$ cat config.mk
export PLATFORM = sky130hd
export DESIGN_NAME = smoldvi_tmds_decode_flat
export DESIGN_NICKNAME = d
export VERILOG_FILES = /design/src/rtl/smoldvi_tmds_decode_if.sv /design/src/rtl/smoldvi_tmds_decode.sv /design/src/flat_wrapper.sv
export SDC_FILE = /design/constraint.sdc
export NUM_CORES = 1
export LEC_CHECK = 0
export BUFFER_PORTS_ARGS = -buffer_cell sky130_fd_sc_hd__buf_2
export CAP_MARGIN = 25
export CORE_ASPECT_RATIO = 0.9
export CORE_UTILIZATION = 59
export DETAILED_ROUTE_END_ITERATION = 10
export GPL_ROUTABILITY_DRIVEN = 0
export PLACE_DENSITY = 0.8
export SKIP_LAST_GASP = 1
export SYNTH_ARGS = -nofsm -noshare
export SYNTH_HDL_FRONTEND = slang
export SYNTH_SLANG_ARGS = --single-unit
$ cat constraint.sdc
create_clock -name clk -period 2.5 [get_ports clk]
set_input_delay 0.5 -clock clk [delete_from_list [all_inputs] [get_ports clk]]
set_output_delay 0.5 -clock clk [all_outputs]
set_load 0.02 [all_outputs]
$ cat src/rtl/smoldvi_tmds_decode_if.sv
// Signal bundle between a TMDS deserialiser lane and its symbol decoder.
interface smoldvi_tmds_decode_if;
  logic [9:0] sym_in;
  logic       resync;
  logic       locked;
  logic [3:0] slip;
  logic       den;
  logic [1:0] c;
  logic [7:0] d;

  // Master drives raw words and resync; slave is the decoder.
  modport master (output sym_in, resync, input locked, slip, den, c, d);
  modport slave  (input sym_in, resync, output locked, slip, den, c, d);
endinterface

$ cat src/rtl/smoldvi_tmds_decode.sv
// Per-channel TMDS receive decoder: finds symbol alignment from control-token
// runs, then decodes aligned symbols to {den, c, d}.
module smoldvi_tmds_decode #(
  parameter int unsigned LOCK_RUN      = 8,
  parameter int unsigned SEARCH_WINDOW = 2048
) (
  input  logic                  clk,
  input  logic                  rst,
  smoldvi_tmds_decode_if.slave  bus
);

  localparam int unsigned SYM_W  = 10;
  localparam int unsigned SLIP_W = 4;
  localparam int unsigned RUN_W  = $clog2(LOCK_RUN + 1);
  localparam int unsigned IDLE_W = $clog2(SEARCH_WINDOW);

  localparam logic [RUN_W-1:0]  RUN_LIM  = RUN_W'(LOCK_RUN);
  localparam logic [IDLE_W-1:0] IDLE_LIM = IDLE_W'(SEARCH_WINDOW - 1);
  localparam logic [SLIP_W-1:0] SLIP_MAX = SLIP_W'(9);

  typedef enum logic {
    SEARCH = 1'b0,
    LOCKED = 1'b1
  } state_t;

  state_t              state_q, state_nxt;
  logic [SYM_W-1:0]    prev_q;
  logic [SYM_W-1:0]    q_q;
  logic [SLIP_W-1:0]   slip_q, slip_nxt;
  logic [RUN_W-1:0]    run_q, run_nxt;
  logic [IDLE_W-1:0]   idle_q, idle_nxt;
  logic                den_q, den_nxt;
  logic [1:0]          c_q, c_nxt;
  logic [7:0]          d_q, d_nxt;

  logic [2*SYM_W-1:0]  window_c;
  logic [SYM_W-1:0]    aligned_c;
  logic                is_tok_c;
  logic [1:0]          tok_val_c;
  logic [7:0]          t_c;
  logic [7:0]          dec_c;
  logic [RUN_W-1:0]    run_inc_c;
  logic [IDLE_W-1:0]   idle_inc_c;
  logic [SLIP_W-1:0]   slip_adv_c;

  // Two-word window so any bit offset 0..9 can be extracted.
  always_comb begin
    window_c  = {bus.sym_in, prev_q};
    aligned_c = SYM_W'(window_c >> slip_q);
  end

  // Control-token recognition and data-symbol decode of the stage-1 word.
  always_comb begin
    is_tok_c  = 1'b1;
    tok_val_c = 2'b00;
    dec_c     = 8'h00;
    unique case (q_q)
      10'b1101010100: tok_val_c = 2'b00;
      10'b0010101011: tok_val_c = 2'b01;
      10'b0101010100: tok_val_c = 2'b10;
      10'b1010101011: tok_val_c = 2'b11;
      default:        is_tok_c  = 1'b0;
    endcase
    t_c      = q_q[9] ? ~q_q[7:0] : q_q[7:0];
    dec_c[0] = t_c[0];
    for (int i = 1; i < 8; i++) begin
      dec_c[i] = q_q[8] ? (t_c[i] ^ t_c[i-1]) : ~(t_c[i] ^ t_c[i-1]);
    end
  end

  // Alignment FSM, run/idle counters and output-stage next values.
  always_comb begin
    state_nxt = state_q;
    slip_nxt  = slip_q;
    den_nxt   = den_q;
    c_nxt     = c_q;
    d_nxt     = d_q;

    run_inc_c  = is_tok_c ? ((run_q == RUN_LIM) ? run_q : run_q + RUN_W'(1))
                          : '0;
    idle_inc_c = is_tok_c ? '0 : idle_q + IDLE_W'(1);
    slip_adv_c = (slip_q == SLIP_MAX) ? '0 : slip_q + SLIP_W'(1);
    run_nxt    = run_inc_c;
    idle_nxt   = idle_inc_c;

    if (bus.resync) begin
      // Re-search at the same slip; overrides any lock or slip event this cycle.
      state_nxt = SEARCH;
      run_nxt   = '0;
      idle_nxt  = '0;
    end else begin
      unique case (state_q)
        SEARCH: begin
          if (run_inc_c == RUN_LIM) begin
            state_nxt = LOCKED;
          end else if (idle_inc_c == IDLE_LIM) begin
            slip_nxt = slip_adv_c;
            run_nxt  = '0;
            idle_nxt = '0;
          end
        end
        LOCKED: begin
          if (idle_inc_c == IDLE_LIM) begin
            state_nxt = SEARCH;
            slip_nxt  = slip_adv_c;
            run_nxt   = '0;
            idle_nxt  = '0;
          end
        end
        default: state_nxt = SEARCH;
      endcase
    end

    // Outputs follow the lock state taking effect at this edge.
    if (state_nxt != LOCKED) begin
      den_nxt = 1'b0;
      c_nxt   = 2'b00;
      d_nxt   = 8'h00;
    end else if (is_tok_c) begin
      den_nxt = 1'b0;
      c_nxt   = tok_val_c;
    end else begin
      den_nxt = 1'b1;
      d_nxt   = dec_c;
    end
  end

  // Pipeline, FSM and counter registers.
  always_ff @(posedge clk) begin
    if (rst) begin
      state_q <= SEARCH;
      prev_q  <= '0;
      q_q     <= '0;
      slip_q  <= '0;
      run_q   <= '0;
      idle_q  <= '0;
      den_q   <= 1'b0;
      c_q     <= 2'b00;
      d_q     <= 8'h00;
    end else begin
      state_q <= state_nxt;
      prev_q  <= bus.sym_in;
      q_q     <= aligned_c;
      slip_q  <= slip_nxt;
      run_q   <= run_nxt;
      idle_q  <= idle_nxt;
      den_q   <= den_nxt;
      c_q     <= c_nxt;
      d_q     <= d_nxt;
    end
  end

  assign bus.locked = (state_q == LOCKED);
  assign bus.slip   = slip_q;
  assign bus.den    = den_q;
  assign bus.c      = c_q;
  assign bus.d      = d_q;

endmodule
$ cat src/flat_wrapper.sv
// flat-port wrapper written by rule: the top's interface ports become plain ports
module smoldvi_tmds_decode_flat 
#(
  parameter int unsigned LOCK_RUN      = 8,
  parameter int unsigned SEARCH_WINDOW = 2048
)
  (clk, rst, bus_sym_in, bus_resync, bus_locked, bus_slip, bus_den, bus_c, bus_d);
  smoldvi_tmds_decode_if bus_i ();
  input  logic clk;
  input  logic rst;
  input wire logic [$bits(bus_i.sym_in)-1:0] bus_sym_in;
  input wire logic [$bits(bus_i.resync)-1:0] bus_resync;
  output wire logic [$bits(bus_i.locked)-1:0] bus_locked;
  output wire logic [$bits(bus_i.slip)-1:0] bus_slip;
  output wire logic [$bits(bus_i.den)-1:0] bus_den;
  output wire logic [$bits(bus_i.c)-1:0] bus_c;
  output wire logic [$bits(bus_i.d)-1:0] bus_d;
  assign bus_i.sym_in = bus_sym_in;
  assign bus_i.resync = bus_resync;
  assign bus_locked = bus_i.locked;
  assign bus_slip = bus_i.slip;
  assign bus_den = bus_i.den;
  assign bus_c = bus_i.c;
  assign bus_d = bus_i.d;
  smoldvi_tmds_decode #(.LOCK_RUN(LOCK_RUN), .SEARCH_WINDOW(SEARCH_WINDOW)) u_core (.clk(clk), .rst(rst), .bus(bus_i));
endmodule
==> results of run 1 <==
[report_power, final]
| part | internal, mW | switching, mW |
|---|---|---|
| logic | 0.0535 | 0.0600 |
| registers | 0.829 | 0.0135 |
| clock network | 0.227 | 0.258 |
[worst max-delay path, stage by stage (launching register included)]
cell and delay (ns):
dfxtp_1 0.43, ha_4 0.20, xor2_1 0.19, and4b_1 0.23, nand3_1 0.10, or4_4 0.54, nor3_1 0.20, mux2_2 0.35
[layer usage]
metal | part of all wire, % | global-route usage (%) | vias up
li1 | - | - | 1158
met4 | 1.8 | 7.311 | 0
met5 | 0 | 0 | -
met2 | 45 | 37.16 | 62
met1 | 48 | 28.68 | 1011
met3 | 4.8 | 5.224 | 12
[stage by stage]
stage / utilization [%] / hold WS, ns / instance area [um^2]
global placement: 66.46 / 0.4381 / 3003
finish: 68.93 / 0.4429 / 3114
CTS: 68.57 / 0.4375 / 3098
global route: 68.93 / 0.4374 / 3114
detailed placement: 66.46 / 0.4440 / 3003
floorplan: - / 0.4568 / 2805
[area by class of cell]
type / instances / share of cell area (%)
clock inverter: 1 / 0.2812
timing repair buffer: 39 / 7.151
tap: 62 / 2.491
multi-input combinational: 231 / 52.71
clock buffer: 7 / 2.772
inverter: 15 / 1.808
sequential: 51 / 32.78
[worst max path at each step]
stage | startpoint | to
after detailed placement | u_core.idle_q[1] | u_core.bus.slip[2]
final | u_core.idle_q[1] | u_core.bus.slip[2]
after CTS | u_core.idle_q[1] | u_core.bus.slip[2]
after floorplan | u_core.idle_q[0] | u_core.bus.slip[2]
after global routing | u_core.idle_q[1] | u_core.bus.slip[2]
after global placement | u_core.idle_q[1] | u_core.bus.slip[2]
[state kept, by name, summed over array words and instances (netlist names)]
name / cells
u_core.bus.locked: 1
u_core.bus.den: 1
u_core.idle_q: 11
u_core.prev_q: 10
u_core.bus.slip: 4
u_core.q_q: 10
u_core.run_q: 4
u_core.bus.d: 8
u_core.bus.c: 2
[cell families after synthesis]
| kind of cell | share of synthesized area [%] |
|---|---|
| simple gates | 20.16 |
| flops | 36.40 |
| fa+ha+maj | 4.014 |
| buf+inv | 5.664 |
| xor+xnor | 6.869 |
| compound gates | 12.58 |
| mux | 14.32 |
[cells in the final DEF (no fill, tap or decap), types with 2 or more instances in the layout]
cell type,netlist,routed
dfxtp_1,51,51
nor2_1,41,41
mux2i_1,30,30
buf_2,7,28
nand2_1,19,19
a211oi_1,19,19
nor2b_1,16,16
a21oi_1,16,16
inv_1,14,14
xor2_1,11,11
xnor2_1,11,11
buf_4,1,11
ha_1,9,8
clkbuf_8,0,6
nand3_1,5,5
o211ai_1,5,5
mux2_2,5,5
nand4_1,4,4
o21ai_0,4,4
or3_1,4,4
and4b_1,3,3
nand3b_1,3,3
and2_1,3,3
a31oi_1,2,2
a31o_2,2,2
and3_1,2,2
nor3_1,2,2
mux4_2,2,2
[timing repair]
item / in CTS / in global routing
gates resized for setup: 0 / 3
endpoints found under the setup margin: 0 / 4
hold buffers: 0 / 0
==> impl_metrics.csv, run 1 <==
group,metric,value,unit
status,status,"finished clean",
grt,antenna_found_initial,0,
min_path,hold_path.startpoint,"bus_sym_in[1]",
yosys,synth_area,2805,um^2
yosys,yosysSeqAreaShare,36.40,%
yosys,synth.distinct_cells,44,
finish,post_route_cells_drive_above_1_share,17.44,%
timing,drv_slew,0,
grt,grt_util_all_layers,22.39,%
finish,multi_input_area,1642,um^2
drt,dr.pass1.iters,4,
clock_network,cts_made_buffers,5,
floorplanning,die_h,67.42,um
yosys,async_flop_share,0,%
clock_network,root_buffer,"clkbuf_8",
finish,num-nets-final,365,
worst_setup_path,worstPathArrival,2.54,ns
drt,vias,2243,
pwr,leakage,1.278,nW
grt,grt_pass1_wl,8514,um
drt,vias_per_cell,5.525,
worst_setup_path,cp.required,2.70,ns
clock_network,post_cts_buffers,0,
timing,tns,0,ns
yosys,synth_area_per_cell,8.849,um^2
worst_setup_path,worstSetupPathType,"flop to flop",
pwr,finalPower,1.440,mW
timing,setup_slack,0.1552,ns
yosys,synth-seq-cells,51,
worst_setup_path,end_kind,"flop",
timing,final-setup-viol-count,0,
timing,clock_skew,0.006432,ns
grt,grt_pass1_vias,1923,
placement,dp_hpwl,3980,um
timing,rsz0062_at_grt,"no",
pwr,ir_drop,538.9,uV
yosys,synth.most_common_cell,"dfxtp_1",
finish,fin_cells,406,
worst_setup_path,reg2reg_from,"u_core.idle_q[1]",
worst_setup_path,reg2reg_depth,7,
yosys,yosysTopAreaCell,"dfxtp_1",
yosys,yosys_warnings,0,
yosys,synth.net_count,339,
placement,dp_slack,0.03638,ns
run,max_cap_violations,0,
timing,relSlewSlack,66.85,%
clock_network,clkSinkCount,51,
drt,wl,5316,um
floorplanning,core_area,4518,um^2
floorplanning,die_w,74.69,um
placement,dp.cells,398,
timing,hold_violations,0,
worst_setup_path,critPathLaunchType,"flop",
floorplanning,rows,23,
floorplanning,io_pins,29,
grt,grt_max_degree,24,
finish,diodes,0,
clock_network,clock_latency,0.30,ns
yosys,synth_top_area_share,36.40,%
worst_setup_path,r2r_slack,0.16,ns
floorplanning,dieArea,5035,um^2
min_path,holdPathStages,2,
yosys,synth_edf_count,0,
finish,nFillCells,370,
floorplanning,initial_core_util,62.09,%
finish,syn_to_final_growth,11.02,%
clock_network,h-tree-depth,2,
drt,ant_nets,0,
clock_network,clk_pin_slew,0.09,ns
timing,tightestPinTransition,0.4942,ns
clock_network,clk_path_buf_depth,2,
grt,overflow,0,
timing,fin_crit_sh,93.79,%
drt,drt_iter0_markers,63,
yosys,synth.area.top_cells,"dfxtp_1, mux2i_1, nor2_1",
timing,min_period,2.345,ns
clock_network,cts_tree,"yes",
yosys,synth_ff_type,"dfxtp_1",
yosys,synth_commonest_cells,"dfxtp_1, nor2_1, mux2i_1, a211oi_1, nand2_1",
yosys,netlist_instances,317,
timing,clock.fmax,426.5,MHz
drt,drcViolationCount,0,
placement,portBuffers,28,
min_path,hold_path_class,"input pin to flop",
pwr,pwr_density_cell,462.5,nW/um^2
worst_setup_path,r2r_end,"u_core.bus.slip[2]",
finish,ff_latch_area,1021,um^2
drt,wire_per_inst,13.09,um
worst_setup_path,crit_fanout,7,
min_path,hold_end,"u_core.prev_q[1]",
Note: power is estimated with default switching activity, not from simulation.
==> run 2, diff against run 1 <==
- RECOVER_POWER: unset -> 25
==> impl_metrics.csv, run 2 (same netlist as run 1, synthesis figures left out) <==
group,metric,value,unit
worst_setup_path,critPathLaunchType,"flop",
placement,portBuffers,28,
grt,grt_pass1_vias,1923,
timing,fin_crit_sh,93.59,%
finish,syn_to_final_growth,10.70,%
pwr,ir_drop,538.3,uV
timing,drv_slew,0,
drt,vias_per_cell,5.480,
placement,dp_slack,0.03638,ns
placement,dp_hpwl,3980,um
timing,tightestPinTransition,0.9942,ns
clock_network,hold_buffers,0,
worst_setup_path,crit_fanout,7,
drt,drcViolationCount,0,
worst_setup_path,worstSetupPathType,"flop to flop",
floorplanning,die_h,67.42,um
run,max_cap_violations,0,
drt,ant_nets,0,
worst_setup_path,crit_path_top_delay_cell,"or4_4",
drt,wire_per_inst,13.08,um
clock_network,clk_pin_slew,0.09,ns
drt,wl,5312,um
timing,rsz0062_at_grt,"no",
worst_setup_path,worstPathArrival,2.53,ns
drt,drt_iter0_markers,71,
clock_network,cts_resized,0,
clock_network,clock_latency,0.30,ns
timing,relSlewSlack,33.72,%
clock_network,cts_tree,"yes",
finish,layout_common_cells,"dfxtp_1, nor2_1, mux2i_1, buf_2",
clock_network,h-tree-depth,2,
clock_network,root_buffer,"clkbuf_8",
worst_setup_path,cp.required,2.69,ns
finish,diodes,0,
grt,overflow,0,
floorplanning,dieArea,5035,um^2
floorplanning,core_area,4518,um^2
worst_setup_path,end_kind,"flop",
timing,final-setup-viol-count,0,
floorplanning,initial_core_util,62.09,%
grt,grt_util_all_layers,22.39,%
timing,setup_slack,0.1603,ns
clock_network,cts_made_buffers,5,
finish,top_register,"u_core.idle_q",
worst_setup_path,crit_family,"simple AND/OR/NAND/NOR gates",
clock_network,clk_path_buf_depth,2,
drt,vias,2225,
worst_setup_path,path_buf_inv,0,
pwr,leakage,1.248,nW
clock_network,post_cts_buffers,0,
timing,tns,0,ns
finish,post_route_cells_drive_above_1_share,15.41,%
status,status,"finished clean",
timing,clock.fmax,427.4,MHz
grt,antenna_found_initial,0,
pwr,pwr_density_cell,463.7,nW/um^2
finish,num-nets-final,365,
timing,min_period,2.340,ns
floorplanning,rows,23,
grt,grt_pass1_wl,8514,um
min_path,hold_path_class,"input pin to flop",
worst_setup_path,cp_cell_sequence,"ha_4, xor2_1, and4b_1, nand3_1, or4_4, nor3_1, mux2_2",
timing,clock_skew,0.006473,ns
finish,final_common_cell,"dfxtp_1",
worst_setup_path,max_stage_delay,0.54,ns
finish,reg.largest.list,"u_core.idle_q: 11 flops, u_core.prev_q: 10 flops, u_core.q_q: 10 flops",
clock_network,clkSinkCount,51,
drt,dr.pass1.iters,4,
finish,nFillCells,373,
finish,largest_reg_flops,11,
timing,hold_violations,0,
floorplanning,die_w,74.69,um
grt,grt_max_degree,24,
floorplanning,io_pins,29,
## run 2: area by class of cell
cell class	instances	area [um^2]	area share [%]
well taps	62	77.57	2.498
multi-input cells	231	1642	52.86
inverters	15	56.30	1.813
clock inverters	1	8.758	0.2820
clock buffers	7	86.33	2.780
repair buffers	39	214.0	6.890
flip-flops and latches	51	1021	32.88
## run 2: final timing paths
check / from / to / slack [ns] / depth (start not counted)
max reg2reg: u_core.idle_q[1] / u_core.bus.slip[2] / 0.16 / 7
min reg2reg: u_core.bus.d[1] / u_core.bus.d[1] / 0.46 / 2
min: bus_sym_in[1] / u_core.prev_q[1] / 0.44 / 2
max: u_core.idle_q[1] / u_core.bus.slip[2] / 0.16 / 7
## run 2: worst reg2reg max path, stage by stage (launching register included)
cell	delay (ns)
dfxtp_1	0.43
ha_4	0.20
xor2_1	0.19
and4b_1	0.23
nand3_1	0.10
or4_4	0.54
nor3_1	0.20
mux2_2	0.35
## run 2: metal layers
layer | wire length, um | part of all wire, % | GRT usage, % | vias up
met5 | 0 | 0 | 0 | -
met4 | 96 | 1.8 | 7.311 | 0
met3 | 236 | 4.4 | 5.224 | 11
met2 | 2383 | 45 | 37.16 | 48
met1 | 2595 | 49 | 28.68 | 1009
li1 | - | - | - | 1157
## run 2: power by group
group,switching [mW],internal (mW),total [mW]
logic,0.0598,0.0534,0.113
registers,0.0135,0.829,0.842
clock network,0.258,0.227,0.485
## run 2: metrics by stage
stage / util (%) / instance area (um^2) / total power [mW] / instances / hold slack, ns
2_1_floorplan: - / 2805 / 0.9365 / 317 / 0.4568
3_3_place_gp: 66.46 / 3003 / 0.9679 / 398 / 0.4381
3_5_place_dp: 66.46 / 3003 / 0.9713 / 398 / 0.4440
4_1_cts: 68.57 / 3098 / 1.454 / 406 / 0.4375
5_1_grt: 68.73 / 3105 / 1.503 / 406 / 0.4374
6_report: 68.73 / 3105 / 1.440 / 406 / 0.4428
